File: src/rtl/axi_reg_responder.sv
// AXI4-Lite slave that bridges single-beat transactions onto a paged register bus.
// One transaction in flight at a time; only full-word writes reach the registers.
module axi_reg_responder #(
    parameter int unsigned PAGE_NUM   = 5,
    parameter int unsigned PAGE_AW    = 10,
    parameter int unsigned RD_LATENCY = 2
) (
    input  logic                     clk_i,
    input  logic                     reset_i,
    input  logic [31:0]              s_axi_awaddr,
    input  logic                     s_axi_awvalid,
    output logic                     s_axi_awready,
    input  logic [31:0]              s_axi_wdata,
    input  logic [3:0]               s_axi_wstrb,
    input  logic                     s_axi_wvalid,
    output logic                     s_axi_wready,
    output logic [1:0]               s_axi_bresp,
    output logic                     s_axi_bvalid,
    input  logic                     s_axi_bready,
    input  logic [31:0]              s_axi_araddr,
    input  logic                     s_axi_arvalid,
    output logic                     s_axi_arready,
    output logic [31:0]              s_axi_rdata,
    output logic [1:0]               s_axi_rresp,
    output logic                     s_axi_rvalid,
    input  logic                     s_axi_rready,
    output logic [2**PAGE_NUM-1:0]   mem_cs_o,
    output logic [PAGE_AW-1:0]       mem_addr_o,
    output logic [31:0]              mem_dat_o,
    output logic                     mem_wstb_o,
    output logic                     mem_rstb_o,
    input  logic [31:0]              mem_dat_i
);

    localparam int unsigned NumPages = 2**PAGE_NUM;
    localparam int unsigned PageLsb  = PAGE_AW + 2;
    localparam int unsigned PageMsb  = PAGE_AW + PAGE_NUM + 1;
    localparam logic [2:0]  RdLat    = 3'(RD_LATENCY);
    localparam logic [1:0]  RespOkay = 2'b00;
    localparam logic [1:0]  RespSlv  = 2'b10;

    typedef enum logic [1:0] {StIdle, StWresp, StRwait, StRdata} state_e;

    state_e                state_q, state_d;
    logic [2:0]            cnt_q, cnt_d;
    logic [NumPages-1:0]   cs_q, cs_d;
    logic [PAGE_AW-1:0]    addr_q, addr_d;
    logic [31:0]           dat_q, dat_d;
    logic                  wstb_q, wstb_d;
    logic                  rstb_q, rstb_d;
    logic                  bvalid_q, bvalid_d;
    logic [1:0]            bresp_q, bresp_d;
    logic                  rvalid_q, rvalid_d;
    logic [31:0]           rdata_q, rdata_d;

    logic                  idle;
    logic                  wr_hs;
    logic                  rd_hs;
    logic [PAGE_NUM-1:0]   wr_page, rd_page;
    logic [PAGE_AW-1:0]    wr_word, rd_word;
    logic [NumPages-1:0]   wr_cs, rd_cs;
    logic                  unused_addr_bits;

    assign wr_page = s_axi_awaddr[PageMsb:PageLsb];
    assign rd_page = s_axi_araddr[PageMsb:PageLsb];
    assign wr_word = s_axi_awaddr[PageLsb-1:2];
    assign rd_word = s_axi_araddr[PageLsb-1:2];
    assign wr_cs   = NumPages'(1) << wr_page;
    assign rd_cs   = NumPages'(1) << rd_page;

    // Bits above the page field alias, so the page index wraps.
    assign unused_addr_bits = ^{s_axi_awaddr[31:PageMsb+1], s_axi_awaddr[1:0],
                                s_axi_araddr[31:PageMsb+1], s_axi_araddr[1:0]};

    // Write pair wins over a simultaneous read; the read waits for the next idle cycle.
    assign idle          = (state_q == StIdle) && !reset_i;
    assign wr_hs         = idle && s_axi_awvalid && s_axi_wvalid;
    assign rd_hs         = idle && s_axi_arvalid && !(s_axi_awvalid && s_axi_wvalid);
    assign s_axi_awready = wr_hs;
    assign s_axi_wready  = wr_hs;
    assign s_axi_arready = rd_hs;

    always_comb begin
        state_d  = state_q;
        cnt_d    = cnt_q;
        cs_d     = cs_q;
        addr_d   = addr_q;
        dat_d    = dat_q;
        wstb_d   = 1'b0;
        rstb_d   = 1'b0;
        bvalid_d = bvalid_q;
        bresp_d  = bresp_q;
        rvalid_d = rvalid_q;
        rdata_d  = rdata_q;
        unique case (state_q)
            StIdle: begin
                if (wr_hs) begin
                    state_d  = StWresp;
                    addr_d   = wr_word;
                    dat_d    = s_axi_wdata;
                    bvalid_d = 1'b1;
                    if (s_axi_wstrb == 4'hF) begin
                        cs_d    = wr_cs;
                        wstb_d  = 1'b1;
                        bresp_d = RespOkay;
                    end else begin
                        bresp_d = RespSlv;
                    end
                end else if (rd_hs) begin
                    state_d = StRwait;
                    cs_d    = rd_cs;
                    addr_d  = rd_word;
                    rstb_d  = 1'b1;
                    cnt_d   = 3'd0;
                end
            end
            StWresp: begin
                if (s_axi_bready) begin
                    state_d  = StIdle;
                    bvalid_d = 1'b0;
                    cs_d     = '0;
                end
            end
            StRwait: begin
                // cnt_q is 0 in the strobe cycle, so data is taken RD_LATENCY cycles later.
                if (cnt_q == RdLat) begin
                    state_d  = StRdata;
                    rdata_d  = mem_dat_i;
                    rvalid_d = 1'b1;
                end else begin
                    cnt_d = cnt_q + 3'd1;
                end
            end
            StRdata: begin
                if (s_axi_rready) begin
                    state_d  = StIdle;
                    rvalid_d = 1'b0;
                    cs_d     = '0;
                end
            end
            default: state_d = StIdle;
        endcase
    end

    always_ff @(posedge clk_i or posedge reset_i) begin
        if (reset_i) begin
            state_q  <= StIdle;
            cnt_q    <= 3'd0;
            cs_q     <= '0;
            addr_q   <= '0;
            dat_q    <= '0;
            wstb_q   <= 1'b0;
            rstb_q   <= 1'b0;
            bvalid_q <= 1'b0;
            bresp_q  <= 2'b00;
            rvalid_q <= 1'b0;
            rdata_q  <= '0;
        end else begin
            state_q  <= state_d;
            cnt_q    <= cnt_d;
            cs_q     <= cs_d;
            addr_q   <= addr_d;
            dat_q    <= dat_d;
            wstb_q   <= wstb_d;
            rstb_q   <= rstb_d;
            bvalid_q <= bvalid_d;
            bresp_q  <= bresp_d;
            rvalid_q <= rvalid_d;
            rdata_q  <= rdata_d;
        end
    end

    assign mem_cs_o     = cs_q;
    assign mem_addr_o   = addr_q;
    assign mem_dat_o    = dat_q;
    assign mem_wstb_o   = wstb_q;
    assign mem_rstb_o   = rstb_q;
    assign s_axi_bvalid = bvalid_q;
    assign s_axi_bresp  = bresp_q;
    assign s_axi_rvalid = rvalid_q;
    assign s_axi_rdata  = rdata_q;
    assign s_axi_rresp  = RespOkay;

endmodule
File: config.mk
export PLATFORM = sky130hd
export DESIGN_NAME = axi_reg_responder
export DESIGN_NICKNAME = d
export VERILOG_FILES = /design/src/rtl/axi_reg_responder.sv
export SDC_FILE = /design/constraint.sdc
export NUM_CORES = 1
export LEC_CHECK = 0
export ABC_AREA = 1
export CAP_MARGIN = 10
export CORE_ASPECT_RATIO = 1.2
export CORE_UTILIZATION = 43
export DETAILED_ROUTE_END_ITERATION = 6
export MAX_ROUTING_LAYER = met4
export PLACE_DENSITY = 0.91
export SETUP_SLACK_MARGIN = 0.02
export SLEW_MARGIN = 30
export SYNTH_ARGS = -nofsm -noshare
export SYNTH_HDL_FRONTEND = slang
export SYNTH_SLANG_ARGS = --single-unit
File: constraint.sdc
create_clock -name clk_i -period 4.3 [get_ports clk_i]
set_input_delay 0.43 -clock clk_i [delete_from_list [all_inputs] [get_ports clk_i]]
set_output_delay 0.43 -clock clk_i [all_outputs]
set_load 0.1 [all_outputs]
==> results by group, run 1 <==
Status
  • Status: finished, final reports clean

Detailed routing
  • DRT Wirelength: 14140 um
  • WL/cell: 15.52 um
  • Via count: 4460
  • DR pass1 iterations: 5
  • Post-DRT Antenna Nets: 0
  • DR iter-0 viols: 168
  • Residual DRC: 0
  • Via density per instance: 4.896

Clocking
  • Clock transition at the registers of the reported paths: 0.05 ns
  • Clock Path Buffers: 2
  • Clock latency on the worst-skew pair: 0.40 ns
  • CTS tree: done
  • Post-CTS Resized: 0
  • Total CTS buffers: 17
  • Hold-fix buffers at CTS: 0
  • Max H-tree Level: 4
  • Clock Root Buffer: clkbuf_16
  • # Post-CTS Setup Buffers: 0
  • Clk sinks: 116

STA
  • Max Slew Vio Count: 0
  • Relative slew margins: 0.3008
  • Period utilization: 0.6955
  • Maximum clock frequency: 334.4 MHz
  • Setup violators final: 0
  • Tightest Pin Transition: 1.046 ns
  • RSZ-0062 raised after global routing: false
  • Tmin final: 2.991 ns
  • Setup Skew: 0.009138 ns
  • Setup_tns: 0 ns
  • Final number of hold-violating endpoints: 0

Synthesis
  • Synth Register Bits: 116
  • Fraction of the yosys area taken by sequential cells: 0.5912
  • Post-synth cell types: 27
  • Yosys top cell area share: 0.5912
  • Yosys warnings: 0
  • Cell area after synthesis: 4910 um2
  • Post-synth EDFFs: 0
  • Area contributors post-synth: dfrtp_1 59%, nand2_1 19%, mux2_2 7.3%, nor2_1 2.7%, a31oi_1 1.3%
  • Post-Syn Instances: 525
  • FFs w/ async S/R, synth: 1.000
  • Top FF cell, synth: dfrtp_1
  • Most frequent cell after synthesis: nand2_1
  • Area leader, netlist: dfrtp_1
  • Syn avg cell area: 9.352 um2
  • Most frequent cells after synthesis: 245 x nand2_1, 116 x dfrtp_1, 35 x nor2_1, 32 x mux2_2, 15 x inv_1

GRT
  • Met2 Use GR: 0.4405
  • Busiest grt layer: met2
  • M3 GR Usage: 0.07570
  • Antenna violations before repair: 0
  • Tot GR Track Use: 0.2555
  • GR Overflow Total: 0
  • Met1 usage: 0.2732
  • Vias in the first global route: 4667
  • First-pass GRT wire length: 22410 um
  • Pin count of the biggest net entering global routing: 65

Worst setup path
  • Critical path startpoint category: flip-flop
  • Worst-path fanout max: 21
  • Largest stage delay on the critical path: 0.53 ns
  • Worst path cell trace: nor2_2, nand3_2, inv_2, buf_12
  • R2R depth: 9
  • CP Capture Type: primary output
  • Crit Path Category: flip-flop to primary output
  • Worst EP required: 3.87 ns
  • Crit-path slowest cell: inv_2
  • Worst EP arrival: 2.56 ns

Die
  • Initial Util: 0.4428
  • Die Y: 119.1 um
  • Core Region: 11090 um2
  • Core Rows: 42
  • Ports: 256
  • Die Width: 99.55 um
  • DIE AREA: 11850 um2

Place
  • Port bufs: 218
  • Routability cong.: 0.9038
  • HPWL Detailed: 10100 um

Final layout
  • Area added between synthesis and finish: 58.56%
  • Layout cells sized above 1: 0.1136
  • # fillers: 785
  • Diode count: 0
  • Nets: 885

Worst hold path
  • Worst hold path class: flip-flop to flip-flop
  • Worst hold path cell count: 2

Flow run
  • Number of max-cap violations: 0
-- area by class of cell --
cell class,count,area (um2),share of cell area
Multi-Input combinational cell,368,1795,0.2306
Tap cell,154,192.7,0.02475
Clock buffer,18,439.2,0.05641
Inverter,18,70.07,0.009000
Clock inverter,14,152.6,0.01961
Sequential cell,116,2903,0.3729
Timing Repair Buffer,223,2232,0.2867
-- cell usage in the layout, fill, tap and decap left out, types with 10 or more instances in the layout --
cell	instances
dfrtp_1	116
nor2_1	35
mux2_2	32
clkbuf_16	17
nand2_1	245
inv_1	15
nand3_1	11
a31oi_1	10
clkdlybuf4s50_1	214
-- worst max-delay path: cells and delay by family (launching register included) --
kind,cells,cell delay (ns)
buffers and inverters,2,0.77
DFF,1,0.43
and+or+nand+nor,2,0.96
-- flip-flops by register name (all words and copies together), names as in the netlist --
name	count
cnt_q	3
mem_addr_o	10
mem_cs_o	32
mem_dat_o	32
mem_rstb_o	1
mem_wstb_o	1
s_axi_bresp	1
s_axi_bvalid	1
s_axi_rdata	32
s_axi_rvalid	1
state_q	2
-- metrics by stage --
stage               std cells    util  cell area, um2  hold slack, ns  setup WS (ns)
CTS                       911  0.7026            7790          0.4814          1.328
floorplan                 527       -            4917          0.4822        0.05683
finish                    911  0.7021            7785          0.4783          1.309
global placement          879  0.6492            7198          0.4618          1.292
global route              911  0.7021            7785          0.4990          1.176
detailed placement        879  0.6492            7198          0.4649          1.202
-- kinds of logic (layout without fill, tap and decap cells) --
| group | after synthesis | in the layout | synth area share |
|---|---|---|---|
| adder cells (fa/ha/maj) | 2 | 2 | 0.005096 |
| flip-flops | 116 | 116 | 0.5912 |
| XOR/XNOR | 1 | 1 | 0.001784 |
| AO/OA/AOI/OAI | 22 | 22 | 0.02625 |
| other | 1 | 3 | 0.0007638 |
| multiplexers | 32 | 32 | 0.07340 |
| AND/OR/NAND/NOR | 308 | 308 | 0.2569 |
| buffers and inverters | 43 | 273 | 0.04460 |
-- routing by layer --
metal,part of all wire,up-vias
li1,-,2089
met1,0.38,2131
met2,0.54,206
met3,0.057,34
met4,0.027,0
met5,0,-
-- worst paths after layout --
check                             start      endpoint  slack [ns]
max                          state_q[1]  s_axi_wready        1.31
min                        mem_cs_o[27]  mem_cs_o[27]        0.48
max reg2reg                  state_q[1]  mem_cs_o[16]        1.45
min reg2reg                mem_cs_o[27]  mem_cs_o[27]        0.48
max in group asynchronous       reset_i  mem_cs_o[20]        2.39
min in group asynchronous       reset_i      cnt_q[2]        0.67
Power of run 1 is not shown: default switching activity piles up to over one toggle a cycle in this logic, so the estimate is an artifact.
==> run 2: changes to the inputs <==
--- a/config.mk
+++ b/config.mk
@@ -8,10 +8,10 @@
 export ABC_AREA = 1
 export CAP_MARGIN = 10
 export CORE_ASPECT_RATIO = 1.2
-export CORE_UTILIZATION = 43
+export CORE_UTILIZATION = 36
 export DETAILED_ROUTE_END_ITERATION = 6
 export MAX_ROUTING_LAYER = met4
-export PLACE_DENSITY = 0.91
+export PLACE_DENSITY = 0.82
 export SETUP_SLACK_MARGIN = 0.02
 export SLEW_MARGIN = 30
 export SYNTH_ARGS = -nofsm -noshare
==> constraint.sdc (replaced) <==
create_clock -name clk_i -period 2.5 [get_ports clk_i]
set_input_delay 0.25 -clock clk_i [delete_from_list [all_inputs] [get_ports clk_i]]
set_output_delay 0.25 -clock clk_i [all_outputs]
set_load 0.1 [all_outputs]
==> run 2 against run 1 <==
Net effect: core utilization decreased by 13 points; final cell count up 2.0%; wire length shrank 8.1%; clock skew fell by 0.0029 ns; first-iteration DRC count up 25%; highest routed layer unchanged.
==> results by group, run 2 (same netlist as run 1, synthesis figures left out) <==
Status
  • Status: finished, final reports clean

Die
  • DIE AREA: 14110 um2
  • Initial Util: 0.3709
  • Die Width: 108.6 um
  • Ports: 256
  • Die Y: 129.9 um
  • Core Rows: 46
  • Core Region: 13240 um2

Detailed routing
  • Via density per instance: 4.574
  • Residual DRC: 0
  • Via count: 4249
  • Post-DRT Antenna Nets: 0
  • DRT Wirelength: 12990 um
  • DR iter-0 viols: 210
  • DR pass1 iterations: 4
  • WL/cell: 13.98 um

Place
  • Port bufs: 218
  • Routability cong.: 0.9042
  • Placed Area: 7003 um2
  • HPWL Detailed: 9324 um

Worst setup path
  • Crit Path Category: flip-flop to primary output
  • Critical path startpoint category: flip-flop
  • CP Capture Type: primary output
  • Worst-path fanout max: 44
  • Worst EP arrival: 2.03 ns
  • R2r startpoint: state_q[1]
  • Worst Setup SP: state_q[1]
  • Worst EP required: 2.25 ns

GRT
  • Met2 Use GR: 0.3116
  • Busiest grt layer: met2
  • Vias in the first global route: 4105
  • Met1 usage: 0.2237
  • Antenna violations before repair: 0
  • GR Overflow Total: 0
  • First-pass GRT wire length: 20000 um
  • Tot GR Track Use: 0.1916
  • Pin count of the biggest net entering global routing: 60
  • M3 GR Usage: 0.05195

Final layout
  • Diode count: 0
  • Commonest cells after routing, fill and taps aside: 245 x nand2_1, 120 x buf_4, 116 x dfrtp_1
  • Most common cell after layout, fill and taps aside: nand2_1
  • # fillers: 1177
  • Sequential cell area: 2903 um2
  • Nets: 890
  • Area added between synthesis and finish: 54.69%
  • Post-Layout Inst Area: 7595 um2
  • Layout cells sized above 1: 0.2615
  • Multi-input gate area: 1800 um2

Clocking
  • Clock Root Buffer: clkbuf_16
  • CTS tree: done
  • Max H-tree Level: 4
  • Clock latency on the worst-skew pair: 0.39 ns
  • Total CTS buffers: 17
  • Clock transition at the registers of the reported paths: 0.05 ns
  • Clk sinks: 116
  • Hold-fix buffers at CTS: 0
  • Clock Path Buffers: 2

STA
  • Setup violators final: 0
  • Final number of hold-violating endpoints: 0
  • Max Slew Vio Count: 0
  • Setup Skew: 0.006219 ns
  • Setup_tns: 0 ns
  • Tmin final: 2.279 ns
  • Maximum clock frequency: 438.8 MHz
  • Relative slew margins: 0.4910
  • Tightest Pin Transition: 0.7634 ns
  • Period utilization: 0.9115
  • RSZ-0062 raised after global routing: false

Flow run
  • Number of max-cap violations: 0

Worst hold path
  • Worst hold path class: primary input to async pin
-- run 2: cell type report --
cell class,instances,share of cell area
Sequential cell,116,0.3822
Clock buffer,22,0.06376
Clock inverter,9,0.01351
Inverter,18,0.009555
Multi-Input combinational cell,368,0.2371
Timing Repair Buffer,228,0.2662
Tap cell,168,0.02768
-- run 2: worst paths after layout --
check | to | slack, ns | depth (start not counted)
worst max-delay path | s_axi_wready | 0.22 | 6
worst min-delay path | mem_cs_o[29] | 0.37 | 3
worst max register to register | mem_cs_o[2] | 0.52 | 8
worst min register to register | mem_cs_o[23] | 0.48 | 2
max in group asynchronous | mem_dat_o[22] | 1.07 | 4
min in group clk_i | mem_dat_o[8] | 0.39 | 3
-- run 2: critical path, cell delays in order, from the launching register on --
cell and delay (ns):
dfrtp_1 0.44, nor2_4 0.29, nand3_2 0.16, buf_4 0.20, inv_2 0.08, buf_12 0.21
buf_12 0.21
-- run 2: metrics by stage --
stage                     setup WS, ns    util  hold slack, ns  std cells
after CTS                      0.06721  0.5733          0.3520        929
after global placement          0.3252  0.5290          0.4635        898
after floorplan                0.06675       -          0.3285        527
after detailed placement        0.2711  0.5290          0.4672        898
after global routing            0.1202  0.5737          0.3776        929
final                           0.2212  0.5737          0.3715        929
-- run 2: per-layer routing --
layer | vias up | share of wire
met3 | 19 | 0.060
met4 | 0 | 0.021
met1 | 1977 | 0.40
li1 | 2099 | -
met5 | - | 0
met2 | 154 | 0.51
-- run 2: timing repair --
item / 4_1_cts / 5_1_grt
setup endpoints to repair: 0 / 2
setup buffers: 0 / 0
resized for setup: 0 / 1
Power of run 2 is left out for the same reason.
==> run 3: changes to the inputs <==
--- a/config.mk
+++ b/config.mk
@@ -17,3 +17,4 @@
 export SYNTH_ARGS = -nofsm -noshare
 export SYNTH_HDL_FRONTEND = slang
 export SYNTH_SLANG_ARGS = --single-unit
+export TNS_END_PERCENT = 30
==> results of run 3 <==
Final layout, timing and power as in run 2 (identical DEF).
Power of run 3 is left out for the same reason.
